**config.mk**
```make
export PLATFORM = sky130hd
export DESIGN_NAME = time_base
export DESIGN_NICKNAME = d
export VERILOG_FILES = /design/src/rtl/time_base.sv
export SDC_FILE = /design/constraint.sdc
export NUM_CORES = 1
export LEC_CHECK = 0
export CORE_MARGIN = 5
export CORE_UTILIZATION = 40
export DETAILED_ROUTE_END_ITERATION = 6
export PLACE_DENSITY = 0.78
export SLEW_MARGIN = 20
export SYNTH_ARGS = -nofsm -noshare
export SYNTH_HDL_FRONTEND = slang
export SYNTH_SLANG_ARGS = --single-unit
```
**constraint.sdc**
```tcl
create_clock -name clk -period 2.25 [get_ports clk]
set_input_delay 0.45 -clock clk [delete_from_list [all_inputs] [get_ports clk]]
set_output_delay 0.45 -clock clk [all_outputs]
set_load 0.01 [all_outputs]
```
**src/rtl/time_base.sv**
```systemverilog
`default_nettype none
// ============================================================================
// Module      : time_base
// Description : Prescaled 64-bit machine time counter with a bus register port.
// Revision    : 1.0 - initial release
// ============================================================================
module time_base #(
    parameter int DIV_WIDTH = 8
) (
    input  logic        clk,
    input  logic        reset_n,
    input  logic        halt_in,
    input  logic [31:0] address_in,
    input  logic        sel_in,
    input  logic        read_in,
    output logic [31:0] read_value_out,
    input  logic [3:0]  write_mask_in,
    input  logic [31:0] write_value_in,
    output logic [63:0] cycle_out,
    output logic        tick_out
);

    localparam logic [1:0] C_REG_MTIME_LO = 2'd0;
    localparam logic [1:0] C_REG_MTIME_HI = 2'd1;
    localparam logic [1:0] C_REG_CTRL     = 2'd2;
    localparam logic [1:0] C_REG_STATUS   = 2'd3;
    localparam logic [DIV_WIDTH-1:0] C_PRE_ONE = {{(DIV_WIDTH-1){1'b0}}, 1'b1};

    logic [63:0]          r_cycle;
    logic [31:0]          r_shadow;
    logic [DIV_WIDTH-1:0] r_prescale;
    logic [DIV_WIDTH-1:0] r_divisor;
    logic                 r_enable;
    logic                 r_overflow;
    logic                 r_tick;

    logic [1:0]  w_reg;
    logic        w_write;
    logic        w_wr_lo;
    logic        w_wr_hi;
    logic        w_wr_ctrl;
    logic        w_clr_ovf;
    logic        w_snapshot;
    logic        w_active;
    logic        w_due;
    logic        w_inc;
    logic        w_ovf_set;
    logic [31:0] w_merged_lo;
    logic [31:0] w_merged_hi;
    logic [31:0] w_ctrl;
    logic [31:0] w_ctrl_merged;
    logic        w_unused;

    function automatic logic [31:0] f_merge(
        input logic [31:0] old_v,
        input logic [31:0] new_v,
        input logic [3:0]  mask
    );
        logic [31:0] v;
        v = old_v;
        for (int b = 0; b < 4; b++) begin
            if (mask[b]) begin
                v[8*b +: 8] = new_v[8*b +: 8];
            end
        end
        return v;
    endfunction

    assign w_reg      = address_in[3:2];
    assign w_write    = sel_in && (write_mask_in != 4'd0);
    assign w_wr_lo    = w_write && (w_reg == C_REG_MTIME_LO);
    assign w_wr_hi    = w_write && (w_reg == C_REG_MTIME_HI);
    assign w_wr_ctrl  = w_write && (w_reg == C_REG_CTRL);
    assign w_clr_ovf  = w_write && (w_reg == C_REG_STATUS) && write_mask_in[0] && write_value_in[0];
    // A write cycle never snapshots, even with read_in asserted.
    assign w_snapshot = sel_in && read_in && !w_write && (w_reg == C_REG_MTIME_LO);

    assign w_active  = r_enable && !halt_in;
    assign w_due     = w_active && (r_prescale == r_divisor);
    assign w_inc     = w_due && !w_wr_lo && !w_wr_hi;
    assign w_ovf_set = w_inc && (r_cycle == {64{1'b1}});

    assign w_merged_lo   = f_merge(r_cycle[31:0], write_value_in, write_mask_in);
    assign w_merged_hi   = f_merge(r_cycle[63:32], write_value_in, write_mask_in);
    assign w_ctrl_merged = f_merge(w_ctrl, write_value_in, write_mask_in);

    always_comb begin
        w_ctrl                  = 32'd0;
        w_ctrl[0]               = r_enable;
        w_ctrl[8 +: DIV_WIDTH]  = r_divisor;
    end

    always_comb begin
        read_value_out = 32'd0;
        if (sel_in) begin
            case (w_reg)
                C_REG_MTIME_LO: read_value_out = r_cycle[31:0];
                C_REG_MTIME_HI: read_value_out = r_shadow;
                C_REG_CTRL:     read_value_out = w_ctrl;
                default:        read_value_out = {31'd0, r_overflow};
            endcase
        end
    end

    always_ff @(posedge clk or negedge reset_n) begin
        if (!reset_n) begin
            r_cycle    <= 64'd0;
            r_shadow   <= 32'd0;
            r_prescale <= '0;
            r_divisor  <= '0;
            r_enable   <= 1'b1;
            r_overflow <= 1'b0;
            r_tick     <= 1'b0;
        end else begin
            r_tick <= w_inc;

            // MTIME writes override a due increment on the same edge.
            if (w_wr_lo) begin
                r_cycle <= {r_cycle[63:32], w_merged_lo};
            end else if (w_wr_hi) begin
                r_cycle <= {w_merged_hi, r_cycle[31:0]};
            end else if (w_inc) begin
                r_cycle <= r_cycle + 64'd1;
            end

            if (w_wr_lo || w_wr_hi || w_wr_ctrl || w_due) begin
                r_prescale <= '0;
            end else if (w_active) begin
                r_prescale <= r_prescale + C_PRE_ONE;
            end

            if (w_wr_hi) begin
                r_shadow <= w_merged_hi;
            end else if (w_snapshot) begin
                r_shadow <= r_cycle[63:32];
            end

            if (w_wr_ctrl) begin
                r_enable  <= w_ctrl_merged[0];
                r_divisor <= w_ctrl_merged[8 +: DIV_WIDTH];
            end

            if (w_ovf_set) begin
                r_overflow <= 1'b1;
            end else if (w_clr_ovf) begin
                r_overflow <= 1'b0;
            end
        end
    end

    assign cycle_out = r_cycle;
    assign tick_out  = r_tick;

    assign w_unused = ^{address_in[31:4], address_in[1:0], w_ctrl_merged};

endmodule
`default_nettype wire

```
======== Word-level counts from Yosys, hierarchy flattened ========
Index checks and enable logic that the tools add are counted.
operators by class
  $add $sub $neg .......................... 2
  multipliers ............................. 0
  divide/modulo/power cells ............... 0
  $lt $le $gt $ge ......................... 0
  equal/unequal tests ..................... 10
  shift-type cells ........................ 0
  mux-type cells .......................... 19
  bitwise logic cells ..................... 1
  reduce and logical (&&, ||, !) cells .... 36
operator list
  kind                                                                    count
  32-bit 2-to-1 mux                                                       4
  64-bit 2-to-1 mux                                                       2
  32-bit case mux with 3 select lines                                     1
  8-bit 2-to-1 mux                                                        10
  64-bit by 1-bit adder with 64-bit output (second input constant)        1
  64-bit equality test (second input constant)                            1
  1-bit logical AND                                                       15
  3-bit AND reduction                                                     4
  2-bit != test (second input constant)                                   5
  2-bit nonzero test                                                      5
  8-bit by 1-bit adder with 8-bit output (second input constant)          1
  8-bit equality test                                                     1
  2-bit AND reduction                                                     3
  2-bit equality test (second input constant)                             2
  1-bit logical NOT                                                       4
  4-bit nonzero test                                                      1
  1-bit logical OR                                                        3
  2-bit by 1-bit equality test with 1-bit output (second input constant)  1
  2-bit logical NOT                                                       1
  1-bit 2-to-1 mux                                                        2
  1-bit NOT                                                               1
word-level totals
  register bits after elaboration ......... 115
  latch bits .............................. 0
  bits in writable memories ............... 0
  bits in read-only memories .............. 0
  output and inout port bits .............. 97
  word-level logic and storage cells ...... 79
  memories ................................ 0

======== Depth between registers and ports, before layout ========
  depth in word-level cells ............... 9
  mapped depth ............................ 9
  gate-level depth less buffers ........... 7

======== Worst setup path before layout ========
Ideal clock, no wire load.
  path type ............................... reg-to-reg
  from .................................... register r_cycle[0] (netlist: cycle_out[0])
  to ...................................... register r_cycle[38] (netlist: cycle_out[38])
  setup time .............................. 94 ps
  data arrival time ....................... 2427 ps
  setup slack ............................. -271 ps
  stages on the path, launching flop included .. 8
  clock period less this slack ............ 2521 ps
  cells stage by stage .................... dfrtp_1 -> ha_1 -> and3_1 -> nand3_2 -> or4_4 -> nor4_1 -> mux2_2 -> a211oi_1
between the ends
  word-level cells in the longest chain between the ends .. 3
ends and longest elaborated chain
  what                                      RTL line  RTL
  start, declared                           29        logic [63:0] r_cycle;
  start signal, assigned                    119       r_cycle <= {r_cycle[63:32], w_merged_lo};
  start signal, assigned                    121       r_cycle <= {w_merged_hi, r_cycle[31:0]};
  start signal, assigned                    123       r_cycle <= r_cycle + 64'd1;
  64-bit by 1-bit adder with 64-bit output  123
  64-bit 2-to-1 mux                         122       end else if (w_inc) begin
  64-bit 2-to-1 mux                         120       end else if (w_wr_hi) begin
Every way passes these cells. The select of a mux whose other input is x is not followed.
A chain may end at the register's enable or synchronous reset.

======== Worst setup path after layout ========
  from .................................... register r_prescale[6]
  to ...................................... register r_cycle[34] (netlist: cycle_out[34])
between the ends
  word-level cells in the longest chain between the ends .. 6
ends and longest elaborated chain
  what                                  RTL line  RTL
  start, declared                       31        logic [DIV_WIDTH-1:0] r_prescale;
  start signal, assigned                129       r_prescale <= r_prescale + C_PRE_ONE;
  8-bit equality test                   79        assign w_due = w_active && (r_prescale == r_divisor);
  1-bit logical AND                     79
  1-bit logical AND (2 in series)       80        assign w_inc = w_due && !w_wr_lo && !w_wr_hi;
  2-bit nonzero test (no source line)   -
  2-bit AND reduction (no source line)  -
Every way passes these cells.

==> results.toml <==
[place]
dpl_cell_area_um2 = 10200
detailed_place_hpwl_mm = 21.2
portBuffers = 139
gp_congestion = 0.960

[global_route]
grt.total_usage_pct = 28.2
grt_pass1_vias = 8303
grt_first_pass_wirelength_mm = 45.0
antenna_found_initial = 0
grt_start_max_net_pins = 48
grt-ovfl-total = 0

[cells_and_area]
finish.utilization_pct = 65.2
final_cell_mix = "202 x buf_4, 108 x dfrtp_1, 99 x clkdlybuf4s50_1, 87 x nor2_1, 61 x nand2_1"
nNetsFinal = 1231
fin_area_um2 = 11300
diodes = 0
layout_commonest_cell = "buf_4"
syn_to_final_growth_pct = 59.3
drive_above_1_share_pct = 28.8

[setup_path]
cp-start-kind = "flop"
end_kind = "flop"
reg2reg_depth = 9
crit_buf_inv = 3
critPathMaxFanout = 7
path_cells = "xor2_1 -> buf_4 -> nor4_1 -> nand4_1 -> buf_6 -> buf_6 -> nor4_4 -> mux2_4 -> a211oi_2"
crit_arrival_ns = 2.78
crit_type = "reg2reg"
crit_required_ns = 2.59
rr_startpoint = "r_prescale[6]"
r2r_slack_ns = -0.19
cpMaxStageDelayCell = "dfrtp_1"
critPathMaxStageDelay_ns = 0.40
cpMostUsedCell = "buf_6"
r2r_end = "cycle_out[34]"
critPathTopFamily = "simple AND/OR/NAND/NOR gates"

[timing]
setup_viol_count_final = 10
hold_viol = 0
tightest_slew_ns = 0.582
slew_viol_final = 0
finalClockSkew_ns = 0.00682
fmax_ghz = 0.409
timing.final.crit_period_ns = 2.44
finalCritPeriodShare_pct = 109
layout_setup_ws_ns = -0.192
rsz0062_at_grt = "true"
slew_headroom_pct = 60.8

[floorplan]
boundaryPins = 170
core-area_um2 = 17400
die_area_um2 = 20500
die_h_um = 143
initial_core_util_pct = 41.0
num_rows = 48
die_w_um = 143

[clock_network]
clockBufferDepth = 2
tritoncts = "built"
clock-sinks = 115
clk_pin_slew_ns = 0.05
numCtsBuffers = 17
htreeDepth = 4
cts_root_buffer = "clkbuf_16"
insertion_delay_ns = 0.43

[synth]
synth-seq-cells = 115
ys_types = 68
synth_top_flop_cell = "dfrtp_1"
avgSynthCellArea_um2 = 8.65
synthCells = 822
yosysSeqAreaShare_pct = 40.5
synth_edf_count = 0
async_flop_share_pct = 100
netlist_area_um2 = 7110
syn_nets = 897
yosysWarnings = 0

[worst_hold_path]
hold_path_depth = 2
hold_path_end = "r_shadow[6]"
hold_class = "reg2reg"
hp-start = "r_shadow[6]"

[drt]
wl_met2_mm = 14.5
antenna_left = 0
drt-total-wl_mm = 30.6
drc = 0
vias = 8654
wl_per_cell_um = 21.9
wl_met1_mm = 11.4
dr.pass1.iters = 7
met3WireLength_mm = 3.29
viasPerCell = 6.21
drt_iter0_markers = 1255
top_layer = "met4"

[run_status]
status = "complete, but fails checks"
violations = "negative setup slack"

[pwr]
vdd_drop_max_uv = 591
power_density_nw_per_um2 = 772
total_power_mw = 8.74
p_leak_nw = 5.09

[flow_run]
cap_viol_max_count = 0
metrics by stage:
step                instances  hold WS (ns)  worst slack, ns  setup TNS, ns
floorplan                 822         0.154           -0.120         -0.231
global placement         1327         0.438           -0.629         -59.88
detailed placement       1327         0.440           -0.696         -64.49
CTS                      1370         0.500          -0.0591        -0.0887
global route             1393         0.531           -0.230          -1.25
finish                   1393         0.499           -0.192         -0.451
logic make-up (layout without fill, tap and decap cells):
logic type,count (synthesis),after routing,share of synthesized area [%]
AO/OA/AOI/OAI,244,244,23.5
buffers and inverters,80,426,4.52
AND/OR/NAND/NOR,342,342,25.5
XOR/XNOR,14,14,1.72
flip-flops,115,115,40.5
adder cells (fa/ha/maj),2,2,0.352
multiplexers,25,25,3.89
worst register-to-register path, stage by stage, from the launching register on:
cell	delay, ns
dfrtp_1	0.40
xor2_1	0.23
buf_4	0.18
nor4_1	0.25
nand4_1	0.20
buf_6	0.19
buf_6	0.13
nor4_4	0.29
mux2_4	0.33
a211oi_2	0.15
flip-flops by register name (all words and copies together) (netlist names):
signal,cells
r_divisor,8
r_prescale,8
tick_out,1
r_enable,1
r_overflow,1
r_shadow,32
cycle_out,64
per-layer routing:
layer	vias to the layer above	track usage, %
li1	3771	-
met1	4153	35.7
met2	604	46.5
met3	126	5.89
met4	0	12.8
met5	-	0
synthesized netlist by cell type (all sizes together) (3+ instances only):
cell type    n  share of area, %
nand3       33               2.5
a22o        25               3.1
nor4        17               2.3
mux2        11               1.7
a222oi      19               2.7
and4         7              0.86
a211oi      12               1.3
a311oi       5              0.62
o22a         3              0.37
nor2b        5              0.44
a22oi        5              0.53
buf         13              0.99
o21ai       51               3.6
nand2b       7              0.62
a32oi        3              0.37
or3         15               1.3
a21oi       50               3.5
xor2        13               1.6
inv         33               1.7
clkbuf      34               1.8
dfrtp      114                40
a31oi       13               1.1
and3        21               1.9
o31ai       11               1.2
a41oi        4              0.49
mux2i       13               1.8
nand4       20               2.2
nor3        35               2.5
a2bb2oi      5              0.62
nor2        91               4.8
o22ai       17               1.5
o2bb2ai      3              0.37
and2        17               1.5
nand2       64               3.4
o211ai       3              0.32
power by group:
group / internal (mW) / total (mW) / switching (mW)
Combinational: 1.56 / 3.09 / 1.52
Sequential: 2.51 / 2.92 / 0.403
Clock: 1.77 / 2.74 / 0.973
how the worst max path moves through the flow:
stage	from	cells past startpoint	slack, ns	end
floorplan	write_mask_in[1]	8	-0.12	cycle_out[38]
global placement	write_mask_in[0]	8	-0.63	cycle_out[36]
detailed placement	write_mask_in[0]	8	-0.70	cycle_out[36]
CTS	r_prescale[2]	8	-0.06	cycle_out[34]
global route	r_divisor[3]	8	-0.23	cycle_out[34]
finish	r_prescale[6]	9	-0.19	cycle_out[34]
final cells by class:
type,count,area [µm²]
Clock buffer,27,513
Sequential cell,115,2890
Timing Repair Buffer,362,3170
Inverter,33,124
Multi-Input combinational cell,627,4280
Fill cell,1281,6030
Tap cell,225,282
Clock inverter,4,70.1
timing repair:
item | 4_1_cts | 5_1_grt
gates cloned | 2 | 0
resized for setup | 86 | 44
hold buffers | 1 | 0
setup endpoints to repair | 101 | 43
setup buffers | 9 | 24
endpoints found under the hold margin | 11 | 0
pin swaps | 13 | 26
Power figures use the tool's default switching activity.
